<file path="config.mk">
export PLATFORM = sky130hd
export DESIGN_NAME = riscv_muldiv_flat
export DESIGN_NICKNAME = d
export VERILOG_FILES = /design/src/rtl/riscv_muldiv_if.sv /design/src/rtl/riscv_muldiv.sv /design/src/flat_wrapper.sv
export SDC_FILE = /design/constraint.sdc
export NUM_CORES = 1
export LEC_CHECK = 0
export ABC_AREA = 1
export CAP_MARGIN = 30
export CORE_ASPECT_RATIO = 1.4
export CORE_MARGIN = 2
export CORE_UTILIZATION = 41
export CTS_CLUSTER_DIAMETER = 40
export DETAILED_ROUTE_END_ITERATION = 10
export RECOVER_POWER = 50
export REMOVE_ABC_BUFFERS = 1
export SYNTH_ARGS = -nofsm -noshare
export SYNTH_HDL_FRONTEND = slang
export SYNTH_SLANG_ARGS = --single-unit
</file>
<file path="constraint.sdc">
create_clock -name i_clk -period 4.05 [get_ports i_clk]
set_input_delay 0.6075 -clock i_clk [delete_from_list [all_inputs] [get_ports i_clk]]
set_output_delay 0.6075 -clock i_clk [all_outputs]
set_load 0.03 [all_outputs]
</file>
<file path="src/rtl/riscv_muldiv_if.sv">
// Request/response bundle between the EX-stage issue logic and the
// multiply/divide unit. Signal names follow the unit's port list.
interface riscv_muldiv_if #(
  parameter int XLEN = 32
);
  logic            i_valid;
  logic            o_ready;
  logic [2:0]      i_md_op;
  logic [XLEN-1:0] i_rs1;
  logic [XLEN-1:0] i_rs2;
  logic            i_kill;
  logic            o_valid;
  logic            i_ready;
  logic [XLEN-1:0] o_result;
  logic            o_busy;

  modport master (
    output i_valid, i_md_op, i_rs1, i_rs2, i_kill, i_ready,
    input  o_ready, o_valid, o_result, o_busy
  );

  modport slave (
    input  i_valid, i_md_op, i_rs1, i_rs2, i_kill, i_ready,
    output o_ready, o_valid, o_result, o_busy
  );
endinterface

</file>
<file path="src/rtl/riscv_muldiv.sv">
// Multi-cycle RV32M/RV64M multiply/divide unit: sign-magnitude shift-add
// multiplier and radix-2 restoring divider sharing one accumulator pair.
module riscv_muldiv #(
  parameter int XLEN     = 32,
  parameter int FAST_MUL = 0
) (
  input  logic                  i_clk,
  input  logic                  i_rstn,
  riscv_muldiv_if.slave         bus
);

  localparam int CW = $clog2(XLEN);
  localparam logic [2:0] OP_MUL   = 3'd0;
  localparam logic [2:0] OP_MULHU = 3'd3;

  typedef enum logic [1:0] {IDLE, CALC, FIX, DONE} state_e;

  state_e          state_q, state_d;
  logic [CW-1:0]   cnt_q, cnt_d;
  logic [2:0]      op_q, op_d;
  logic [XLEN:0]   acc_q, acc_d;   // remainder (div) / high product (mul)
  logic [XLEN-1:0] lo_q, lo_d;     // quotient (div) / low product (mul)
  logic [XLEN-1:0] b_q, b_d;       // divisor (div) / multiplicand (mul)
  logic            neg_q, neg_d;
  logic [XLEN-1:0] res_q, res_d;
  logic            valid_q, valid_d;

  // Request decode, valid only at the accept edge.
  logic            req_div, a_signed, b_signed, sa, sb;
  logic [XLEN-1:0] a_abs, b_abs;
  logic            div_zero, div_ovf;
  logic [XLEN-1:0] special_res, fast_res;
  logic signed [2*XLEN-1:0] fast_prod;

  assign req_div  = bus.i_md_op[2];
  assign a_signed = req_div ? ~bus.i_md_op[0] : (bus.i_md_op != OP_MULHU);
  assign b_signed = req_div ? ~bus.i_md_op[0] : ~bus.i_md_op[1];
  assign sa       = a_signed & bus.i_rs1[XLEN-1];
  assign sb       = b_signed & bus.i_rs2[XLEN-1];
  assign a_abs    = sa ? -bus.i_rs1 : bus.i_rs1;
  assign b_abs    = sb ? -bus.i_rs2 : bus.i_rs2;

  assign div_zero = req_div && (bus.i_rs2 == '0);
  assign div_ovf  = req_div && !bus.i_md_op[0] &&
                    (bus.i_rs1 == {1'b1, {(XLEN-1){1'b0}}}) && (bus.i_rs2 == '1);
  // Remainder ops (funct3 bit 1 set) return rs1 on /0 and zero on overflow.
  assign special_res = div_zero ? (bus.i_md_op[1] ? bus.i_rs1 : '1)
                                : (bus.i_md_op[1] ? '0 : bus.i_rs1);

  assign fast_prod = $signed({{XLEN{sa}}, bus.i_rs1}) * $signed({{XLEN{sb}}, bus.i_rs2});
  assign fast_res  = (bus.i_md_op == OP_MUL) ? fast_prod[XLEN-1:0]
                                             : fast_prod[2*XLEN-1:XLEN];

  // One iteration of each algorithm.
  logic [XLEN:0]   mul_t;
  logic [XLEN:0]   div_shift;
  logic [XLEN+1:0] div_diff;

  assign mul_t     = lo_q[0] ? (acc_q + {1'b0, b_q}) : acc_q;
  assign div_shift = {acc_q[XLEN-1:0], lo_q[XLEN-1]};
  assign div_diff  = {1'b0, div_shift} - {2'b00, b_q};

  // Sign fix-up and high/low selection.
  logic [2*XLEN-1:0] prod_mag, prod_s;
  logic [XLEN-1:0]   div_mag, fix_res;

  assign prod_mag = {acc_q[XLEN-1:0], lo_q};
  assign prod_s   = neg_q ? -prod_mag : prod_mag;
  assign div_mag  = op_q[1] ? acc_q[XLEN-1:0] : lo_q;
  assign fix_res  = op_q[2] ? (neg_q ? -div_mag : div_mag)
                  : (op_q == OP_MUL) ? prod_s[XLEN-1:0] : prod_s[2*XLEN-1:XLEN];

  // NOTE: every _d starts from its _q so no path leaves a variable unassigned,
  // which is what keeps this block from inferring latches.
  always_comb begin
    state_d = state_q;
    cnt_d   = cnt_q;
    op_d    = op_q;
    acc_d   = acc_q;
    lo_d    = lo_q;
    b_d     = b_q;
    neg_d   = neg_q;
    res_d   = res_q;
    valid_d = valid_q;

    unique case (state_q)
      IDLE: begin
        if (bus.i_valid) begin
          op_d  = bus.i_md_op;
          neg_d = (req_div && bus.i_md_op[1]) ? sa : (sa ^ sb);
          cnt_d = CW'(XLEN-1);
          acc_d = '0;
          lo_d  = req_div ? a_abs : b_abs;
          b_d   = req_div ? b_abs : a_abs;
          if (div_zero || div_ovf) begin
            res_d   = special_res;
            state_d = DONE;
          end else if (FAST_MUL != 0 && !req_div) begin
            res_d   = fast_res;
            state_d = DONE;
          end else begin
            state_d = CALC;
          end
        end
      end
      CALC: begin
        if (op_q[2]) begin
          if (!div_diff[XLEN+1]) begin
            acc_d = div_diff[XLEN:0];
            lo_d  = {lo_q[XLEN-2:0], 1'b1};
          end else begin
            acc_d = div_shift;
            lo_d  = {lo_q[XLEN-2:0], 1'b0};
          end
        end else begin
          acc_d = {1'b0, mul_t[XLEN:1]};
          lo_d  = {mul_t[0], lo_q[XLEN-1:1]};
        end
        if (cnt_q == '0) begin
          state_d = FIX;
        end else begin
          cnt_d = cnt_q - 1'b1;
        end
      end
      FIX: begin
        res_d   = fix_res;
        state_d = DONE;
      end
      DONE: begin
        // First DONE cycle raises o_valid; the result is already in res_q.
        if (!valid_q) begin
          valid_d = 1'b1;
        end else if (bus.i_ready) begin
          valid_d = 1'b0;
          state_d = IDLE;
        end
      end
      default: state_d = IDLE;
    endcase

    if (bus.i_kill && state_q != IDLE) begin
      state_d = IDLE;
      valid_d = 1'b0;
    end
  end

  // NOTE: sequential state uses non-blocking assignments only, so every flop
  // samples the pre-edge value of its neighbours.
  always_ff @(posedge i_clk or negedge i_rstn) begin
    if (!i_rstn) begin
      state_q <= IDLE;
      cnt_q   <= '0;
      op_q    <= '0;
      acc_q   <= '0;
      lo_q    <= '0;
      b_q     <= '0;
      neg_q   <= 1'b0;
      res_q   <= '0;
      valid_q <= 1'b0;
    end else begin
      state_q <= state_d;
      cnt_q   <= cnt_d;
      op_q    <= op_d;
      acc_q   <= acc_d;
      lo_q    <= lo_d;
      b_q     <= b_d;
      neg_q   <= neg_d;
      res_q   <= res_d;
      valid_q <= valid_d;
    end
  end

  assign bus.o_ready  = (state_q == IDLE);
  assign bus.o_busy   = (state_q != IDLE);
  assign bus.o_valid  = valid_q;
  assign bus.o_result = res_q;

endmodule

</file>
<file path="src/flat_wrapper.sv">
// flat-port wrapper written by rule: the top's interface ports become plain ports
module riscv_muldiv_flat 
#(
  parameter int XLEN     = 32,
  parameter int FAST_MUL = 0
)
  (i_clk, i_rstn, bus_i_valid, bus_i_md_op, bus_i_rs1, bus_i_rs2, bus_i_kill, bus_i_ready, bus_o_ready, bus_o_valid, bus_o_result, bus_o_busy);
  riscv_muldiv_if #(.XLEN(XLEN)) bus_i ();
  input  logic i_clk;
  input  logic i_rstn;
  input wire logic [$bits(bus_i.i_valid)-1:0] bus_i_valid;
  input wire logic [$bits(bus_i.i_md_op)-1:0] bus_i_md_op;
  input wire logic [$bits(bus_i.i_rs1)-1:0] bus_i_rs1;
  input wire logic [$bits(bus_i.i_rs2)-1:0] bus_i_rs2;
  input wire logic [$bits(bus_i.i_kill)-1:0] bus_i_kill;
  input wire logic [$bits(bus_i.i_ready)-1:0] bus_i_ready;
  output wire logic [$bits(bus_i.o_ready)-1:0] bus_o_ready;
  output wire logic [$bits(bus_i.o_valid)-1:0] bus_o_valid;
  output wire logic [$bits(bus_i.o_result)-1:0] bus_o_result;
  output wire logic [$bits(bus_i.o_busy)-1:0] bus_o_busy;
  assign bus_i.i_valid = bus_i_valid;
  assign bus_i.i_md_op = bus_i_md_op;
  assign bus_i.i_rs1 = bus_i_rs1;
  assign bus_i.i_rs2 = bus_i_rs2;
  assign bus_i.i_kill = bus_i_kill;
  assign bus_i.i_ready = bus_i_ready;
  assign bus_o_ready = bus_i.o_ready;
  assign bus_o_valid = bus_i.o_valid;
  assign bus_o_result = bus_i.o_result;
  assign bus_o_busy = bus_i.o_busy;
  riscv_muldiv #(.XLEN(XLEN), .FAST_MUL(FAST_MUL)) u_core (.i_clk(i_clk), .i_rstn(i_rstn), .bus(bus_i));
endmodule
</file>
# == Word level (Yosys, flattened, before mapping) ==
# Cells that the tools add are included.
# op_classes
addsub,7
mul,0
n_div,0
n_lt_le_gt_ge,0
eq_ne,13
n_shift,0
mux,41
bitwise_logic,5
n_reduce_logical,21
# op_table
cell,n
2-to-1 mux 32 bit,15
2-to-1 mux 33 bit,4
one-hot mux 32 bit (2 select lines),2
negator 32 bit,3
one-hot mux 33 bit (2 select lines),1
"== test 32 bit, second input constant",2
2-to-1 mux 64 bit,1
negator 64 bit,1
subtractor 33 x 32 -> 34 bit,1
adder 33 x 32 -> 33 bit,1
logical NOT 32 bit,1
2-to-1 mux 2 bit,6
2-to-1 mux 5 bit,2
one-hot mux 5 bit (2 select lines),1
"inequality test 3 x 2 -> 1 bit, second input constant",3
2-to-1 mux 1 bit,8
one-hot mux 2 bit (4 select lines),1
nonzero test 2 bit,4
logical AND 1 bit,6
"inequality test 3 x 1 -> 1 bit, second input constant",2
AND reduction 3 bit,2
logical NOT 5 bit,1
"subtractor 5 x 1 -> 5 bit, second input constant",1
"== test 2 bit, second input constant",2
12 further kinds,16
# word_totals
register_bits,141
latchBits,0
ram_bits,0
rom_bits,0
in_bits,72
output_inout_bits,35
elab_cells,96
memories,0

# == Logic depth before layout (Yosys ltp) ==
# Gate-level depths: netlist of the first run.
# depth
depth_word,9
depth_mapped,18

# == Least setup slack after synthesis of the first run ==
# OpenSTA, ideal clock, no wires.
# synth_path
kind,register to register
start,reg u_core.acc_q[0]
end,reg u_core.acc_q[31]
setup_time_ns,0.116
arrival_ns,2.256
path_slack_ns,1.677
path_stages_with_launch,18
n_path_buf,0
path_cell_list,dfrtp_1 ha_1 inv_1 fa_1 inv_1 nand2_1 o21ai_0 nand2_1 nand2_1 nand2_1 nand2_1 nand2_1 nand2_1 nand3_1 nand3_1 nand2_1 nand2_1 nand2_1
# synth_via
elab_chain_cells,4
# synth_rtl
item,line_no,text
start: declaration,riscv_muldiv.sv:21,"logic [XLEN:0] acc_q, acc_d;"
start signal: assignment,riscv_muldiv.sv:154,acc_q <= '0;
start signal: assignment,riscv_muldiv.sv:164,acc_q <= acc_d;
adder 33 x 32 -> 33 bit / subtractor 33 x 32 -> 34 bit (equally long branches),"riscv_muldiv.sv:59, riscv_muldiv.sv:61",
2-to-1 mux 33 bit (on tied branches),"riscv_muldiv.sv:59, riscv_muldiv.sv:108",
2-to-1 mux 33 bit (*),riscv_muldiv.sv:107,if (op_q[2]) begin
one-hot mux 33 bit (2 select lines) (*),riscv_muldiv.sv:86,unique case (state_q)
# Every way passes the cells marked *; elsewhere a longest branch is shown, timed or not.
# A chain may end at the register's enable or synchronous reset.

# == Worst setup path in the final report of the first run ==
# layout_path
start,reg u_core.op_q[2]
end,reg u_core.acc_q[7]
# layout_via
elab_chain_cells,2
# layout_rtl
item,line_no,text
start: declaration,riscv_muldiv.sv:20,"logic [2:0] op_q, op_d;"
start signal: assignment,riscv_muldiv.sv:163,op_q <= op_d;
2-to-1 mux 33 bit,riscv_muldiv.sv:107,
one-hot mux 33 bit (2 select lines),riscv_muldiv.sv:86,
# No other way between the ends.

==> results of run 1 <==
[metal layers]
metal / vias to the layer above / share of wire, % / wire length (um)
met5: - / 0.029 / 30
met1: 11400 / 35 / 36200
met3: 431 / 7.3 / 7570
met2: 1447 / 47 / 48900
met4: 4 / 11 / 10900
li1: 11400 / - / -
[power breakdown]
part / total, mW / internal (mW) / switching (mW)
combinational: 16.3 / 4.64 / 11.7
clock: 1.71 / 0.883 / 0.827
sequential: 3.15 / 2.08 / 1.07
total: 21.2 / 7.60 / 13.6
[area by class of cell]
type / count / area share (%)
antenna: 1 / 0.0117
clock buffer: 17 / 1.99
clock inverter: 15 / 0.824
inverter: 380 / 6.67
multi-input combinational: 2792 / 62.9
sequential: 141 / 16.5
tap: 617 / 3.61
timing repair buffer: 176 / 7.48
[stage by stage]
step	hold slack [ps]	TNS [ps]	area (um2)	setup slack, ps	power, mW
global placement	465	0	20800	510	18.8
floorplan	312	-35320	18400	-838	12.5
global route	505	0	21400	670	22.4
CTS	492	0	21400	902	20.6
finish	489	0	21400	658	21.2
detailed placement	465	0	20800	404	18.8
[state kept, by name, summed over array words and instances (netlist names), 2 cells and up]
name / cells
u_core.cnt_q: 5
u_core.lo_q: 32
u_core.acc_q: 33
u_core.state_q: 2
u_core.b_q: 32
u_core.bus.o_result: 32
u_core.op_q: 3
[kinds of logic (layout without fill, tap and decap cells)]
family,Yosys count,after routing,share of synthesized area [%]
and+or+nand+nor,2032,2032,44.9
DFF,141,141,18.5
other,0,1,0
adders and majority gates,77,77,5.12
buffers and inverters,509,588,11.0
xor gates and xnor gates,68,68,3.12
AOI/OAI and AO/OA,615,615,17.4
[path summary, 6_finish.rpt]
path / end / slack (ps) / cells past startpoint
worst min register to register: u_core.bus.o_result[15] / 490 / 2
max in group asynchronous: u_core.acc_q[22] / 1070 / 3
min in group asynchronous: u_core.acc_q[4] / 900 / 2
worst max register to register: u_core.acc_q[7] / 660 / 6
worst min-delay path: u_core.bus.o_result[15] / 490 / 2
worst max-delay path: u_core.acc_q[7] / 660 / 6
[critical path, cell delays in order, from the launching register on]
cell,delay (ps)
dfrtp_4,840
clkinv_1,620
nor2_1,820
inv_1,520
nand2_1,170
o21ai_0,90
o22ai_1,210
[cell usage in the layout (no fill, tap or decap), drive strengths merged]
cell type	instances
nor4	5
ha	75
a21oi	254
xnor2	17
dfrtp	141
a31oi	15
a21o	2
and2	1
o22ai	6
a211o	1
clkinv	9
nor3	52
xor2	51
o21bai	5
clkdlybuf4s50	92
a22oi	8
nand2	1126
nand4	54
o221ai	11
dlygate4sd3	14
diode	1
o211ai	42
nand3b	16
nor2	428
o2111ai	1
or2	7
bufinv	1
buf	67
a21boi	2
clkbuf	20
o21ai	268
nand3	343
inv	385
fa	2
==> results by group, run 1 <==
Routing
  – Vias per inst: 5.96
  – First-pass iteration count of the detailed router: 6
  – Drt drc: 0
  – Drt wl/cell: 25.0 um
  – Detailed Route WL: 104,000 um
  – Routed Antenna Nets: 0
  – Drt initial violations: 2,901
  – Via count: 24,700

STA
  – Relative slew slack: 1.13%
  – RSZ-0062 raised after global routing: no
  – Tcrit/Tclk final: 83.7%
  – Worst-margin pin slew: 1480 ps
  – Slew Limit Fails: 0
  – Clock skew: 14.4 ps
  – Max Freq: 295 MHz
  – # setup viols final: 0
  – Hold Vio Cnt, Final: 0
  – Final Critical Period: 3390 ps

Synth
  – Top FF cell, synth: dfrtp_1
  – Yosys warnings: 0
  – Count of mapped cells out of synthesis: 3,442
  – Avg Synthesized Cell Area: 5.55 um2
  – Post-synthesis async set-or-reset flop share: 100%
  – Top cells by area, synth: nand2_1 22%, dfrtp_1 18%, nand3_1 8.8%
  – Number of distinct library cells after synthesis: 48
  – Synthesized cell area: 19,100 um2
  – Top cell type's share of synthesized area: 21.8%
  – FF+latch count, synth: 141
  – Seq/Total Area, Yosys: 18.5%
  – Commonest cells in the netlist: 1,108 x nand2_1, 406 x nor2_1, 370 x inv_1
  – Area leader, netlist: nand2_1
  – Post-synth EDFFs: 0
  – Most common cell in the netlist: nand2_1

Setup path
  – WP data arrival: 3770 ps
  – Worst setup startpoint: u_core.op_q[2]
  – Launch point of the worst reg-to-reg path: u_core.op_q[2]
  – Critical path startpoint category: register
  – WP data required: 4430 ps
  – Worst setup EP type: register
  – Critical Setup Path Class: register to register
  – Top fanout value on the critical path: 47

Power and ir drop
  – Pleak: 10.4 nW
  – Power density cells: 991 nW/um2
  – Maximum vdd drop: 432 uV

Clock tree
  – Max H-tree Level: 4
  – CTS resizes: 0
  – Root buf cell: clkbuf_16
  – Clock Sinks: 141
  – Worst skew pair latency: 480 ps
  – Post-CTS Setup Bufs: 0
  – Reg clk slew, reported paths: 80 ps
  – Num CTS Buffers: 17
  – Post-CTS Hold Buffers: 1
  – Clk buf depth: 2
  – CTS tree: done

Finish
  – P&R area growth vs syn: 12.1%
  – Layout cells sized above 1: 5.03%
  – Sequential Area: 3530 um2
  – Finished Layout Cells: 4,139
  – Layout Utilization: 46.6%
  – Multi-input logic area: 13,500 um2
  – Fillers: 5,126
  – Fin nets: 3,657

Floorplanning
  – # IOs: 107
  – Die Ht: 259 um
  – Cell row count: 93
  – DIE WIDTH: 186 um
  – Die ar.: 48,300 um2
  – Initial Util: 41.5%
  – Total core area: 46,000 um2

Min path
  – Hold crit path type: register to register
  – Hold Startpoint: u_core.bus.o_result[15]

Global routing
  – Met1 usage: 44.8%
  – Met2 GRT Util: 72.5%
  – Initial antenna violation count: 3
  – Vias in the first global route: 23,300
  – Largest net degree at the start of global routing: 103
  – Gr busiest metal: met2
  – Total GRT Usage: 42.0%
  – Total grt overflow: 0
  – Met3 usage: 5.38%
  – First-pass GRT wire length: 150,000 um

Placement
  – HPWL Detailed: 83,200 um
  – Number of port buffers: 106
  – Dpl cells: 4,105
  – Gpl congestion: 1.12

Run status
  – Status: finished clean

Flow run
  – Max cap viols: 0
(Power assumes the default switching activity.)
==> inputs of run 2 (changes only) <==
==> constraint.sdc (replaced) <==
create_clock -name i_clk -period 3.2 [get_ports i_clk]
set_input_delay 0.48 -clock i_clk [delete_from_list [all_inputs] [get_ports i_clk]]
set_output_delay 0.48 -clock i_clk [all_outputs]
set_load 0.03 [all_outputs]
==> results by group, run 2 (synthesized netlist as in run 1, its figures left out) <==
Clock tree
  – Worst skew pair latency: 490 ps (about the same)
  – Clock Sinks: 141 (unchanged)
  – Num CTS Buffers: 17 (unchanged)
  – Clk buf depth: 2 (unchanged)
  – CTS tree: done
  – Max H-tree Level: 4 (unchanged)
  – Reg clk slew, reported paths: 70 ps (about the same)
  – Root buf cell: clkbuf_16

STA
  – Min Hold Slack: 482 ps (-6.93 ps)
  – Setup TNS: 0 ps (unchanged)
  – RSZ-0062 raised after global routing: no
  – Tcrit/Tclk final: 96.9% (+13 points)
  – Final Worst Setup Slack: 100 ps (-558 ps)
  – Slew Limit Fails: 23 (+23)
  – Worst-margin pin slew: 2000 ps (+516 ps)
  – Final Critical Period: 3100 ps (-292 ps)
  – Clock skew: 24.2 ps (+9.83 ps)
  – Hold Vio Cnt, Final: 0 (unchanged)
  – # setup viols final: 0 (unchanged)
  – Relative slew slack: -33.2% (-34 points)
  – Max Freq: 323 MHz (+9.4%)

Power and ir drop
  – NetSw: 17.3 mW (+27%)
  – Combinational share of power: 78.5% (+1.4 points)
  – Cell internal pwr: 10.5 mW (+38%)
  – Sw frac: 62.2% (-1.9 points)
  – Flop pwr share: 13.9% (-1.0 points)
  – Maximum vdd drop: 703 uV (+63%)
  – Pleak: 10.9 nW (+4.8%)
  – Clock power frac: 7.6% (-0.5 points)
  – Power density cells: 1240 nW/um2 (+26%)

Finish
  – Fin nets: 3,756 (+2.7%)
  – Commonest non-fill, non-tap cell in the layout: nand2_1
  – # diodes: 0 (-1)
  – Layout Utilization: 48.5% (+1.9 points)
  – Max reg flops: 33 (unchanged)
  – P&R area growth vs syn: 16.7%
  – Most frequent cells in the layout: 1,108 x nand2_1, 402 x nor2_1, 368 x inv_1
  – Most flops, register: u_core.acc_q
  – Fillers: 5,026 (-2.0%)
  – Layout cells sized above 1: 7.68% (+2.7 points)

Run status
  – Failing checks: capacitance limit, slew limit
  – Status: finished, violations left

Floorplanning
  – Die ar.: 48,300 um2 (unchanged)
  – Total core area: 46,000 um2 (unchanged)
  – Cell row count: 93 (unchanged)
  – DIE WIDTH: 186 um (unchanged)
  – Die Ht: 259 um (unchanged)
  – Initial Util: 41.5% (unchanged)
  – # IOs: 107 (unchanged)

Placement
  – HPWL Detailed: 84,800 um (+1.8%)
  – Gpl congestion: 1.10 (-2.0%)
  – Pre-CTS setup slack: 142 ps (-262 ps)
  – Number of port buffers: 106 (unchanged)

Setup path
  – WP data required: 3620 ps (-810 ps)
  – Critical Setup Path Class: register to register
  – Critical path startpoint category: register
  – Top fanout value on the critical path: 6 (-87%)
  – WP data arrival: 3520 ps (-250 ps)
  – Worst setup EP type: register

Flow run
  – Max cap viols: 1 (+1)

Routing
  – Via count: 25,100 (+1.7%)
  – Detailed Route WL: 105,000 um (+1.6%)
  – Vias per inst: 5.92 (-0.66%)
  – Drt drc: 0 (unchanged)
  – Drt initial violations: 3,109 (+7.2%)
  – First-pass iteration count of the detailed router: 7 (+1)
  – Routed Antenna Nets: 0 (unchanged)
  – Drt wl/cell: 24.9 um (-0.74%)

Global routing
  – Largest net degree at the start of global routing: 126 (+22%)
  – First-pass GRT wire length: 154,000 um (+2.4%)
  – Initial antenna violation count: 3 (unchanged)
  – Total grt overflow: 0 (unchanged)
  – Vias in the first global route: 24,100 (+3.3%)
  – Total GRT Usage: 43.1% (+1.1 points)

Min path
  – Hold crit path type: register to register
## run 2: path summary, 6_finish.rpt
check / from / to / slack [ps] / depth (start not counted)
min in group asynchronous: i_rstn / u_core.acc_q[4] / 1120 / 2
max: u_core.lo_q[1] / u_core.bus.o_result[6] / 100 / 12
min reg2reg: u_core.bus.o_result[1] / u_core.bus.o_result[1] / 480 / 2
max in group asynchronous: i_rstn / u_core.acc_q[28] / 440 / 3
max reg2reg: u_core.lo_q[1] / u_core.bus.o_result[6] / 100 / 12
min: u_core.bus.o_result[1] / u_core.bus.o_result[1] / 480 / 2
## run 2: metal layers
layer  share of wire, %  up-vias  GRT usage [%]
met3                8.0      490           6.72
met1                 34    11500           46.0
li1                   -    11600              -
met2                 46     1500           73.1
met5              0.073        -              0
met4                 11        6           40.7
## run 2: per-stage QoR
stage	power [mW]	area [um2]	instances
2_1_floorplan	15.9	18400	3313
3_3_place_gp	24.7	21700	4201
3_5_place_dp	24.8	21700	4202
4_1_cts	27.0	22300	4235
5_1_grt	29.5	22300	4237
6_report	27.7	22300	4237
## run 2: critical path: stages, from the launching register on
cell	delay [ps]
dfrtp_1	400
inv_1	170
ha_1	230
nand3_2	170
nor2_2	450
nand2_1	190
nor2_1	120
nand2_1	50
nand2_1	430
a21oi_1	140
o21ai_0	450
nand2_1	120
nand2_1	80
## run 2: power groups by stage
stage / logic (mW) / registers, mW / clock network (mW)
floorplan: 11.8 / 4.08 / 0
global placement: 20.9 / 3.80 / 0
detailed placement: 21.0 / 3.79 / 0
CTS: 21.1 / 3.77 / 2.10
global route: 23.4 / 3.88 / 2.17
finish: 21.8 / 3.86 / 2.10
## run 2: timing repair
| action | 4_1_cts | 5_1_grt |
|---|---|---|
| hold endpoints to repair | 21 | 0 |
| endpoints found under the setup margin | 0 | 4 |
| hold buffers | 1 | 0 |
| gates resized for setup | 0 | 4 |
| setup buffers | 0 | 0 |
## run 2: cell type report
| type | count | area [um2] | share of cell area (%) |
|---|---|---|---|
| clock buffers | 19 | 443 | 1.99 |
| clock inverters | 13 | 129 | 0.578 |
| inverters | 380 | 1430 | 6.41 |
| multi-input cells | 2792 | 13500 | 60.5 |
| flip-flops and latches | 141 | 3540 | 15.9 |
| well taps | 617 | 772 | 3.46 |
| repair buffers | 275 | 2500 | 11.2 |
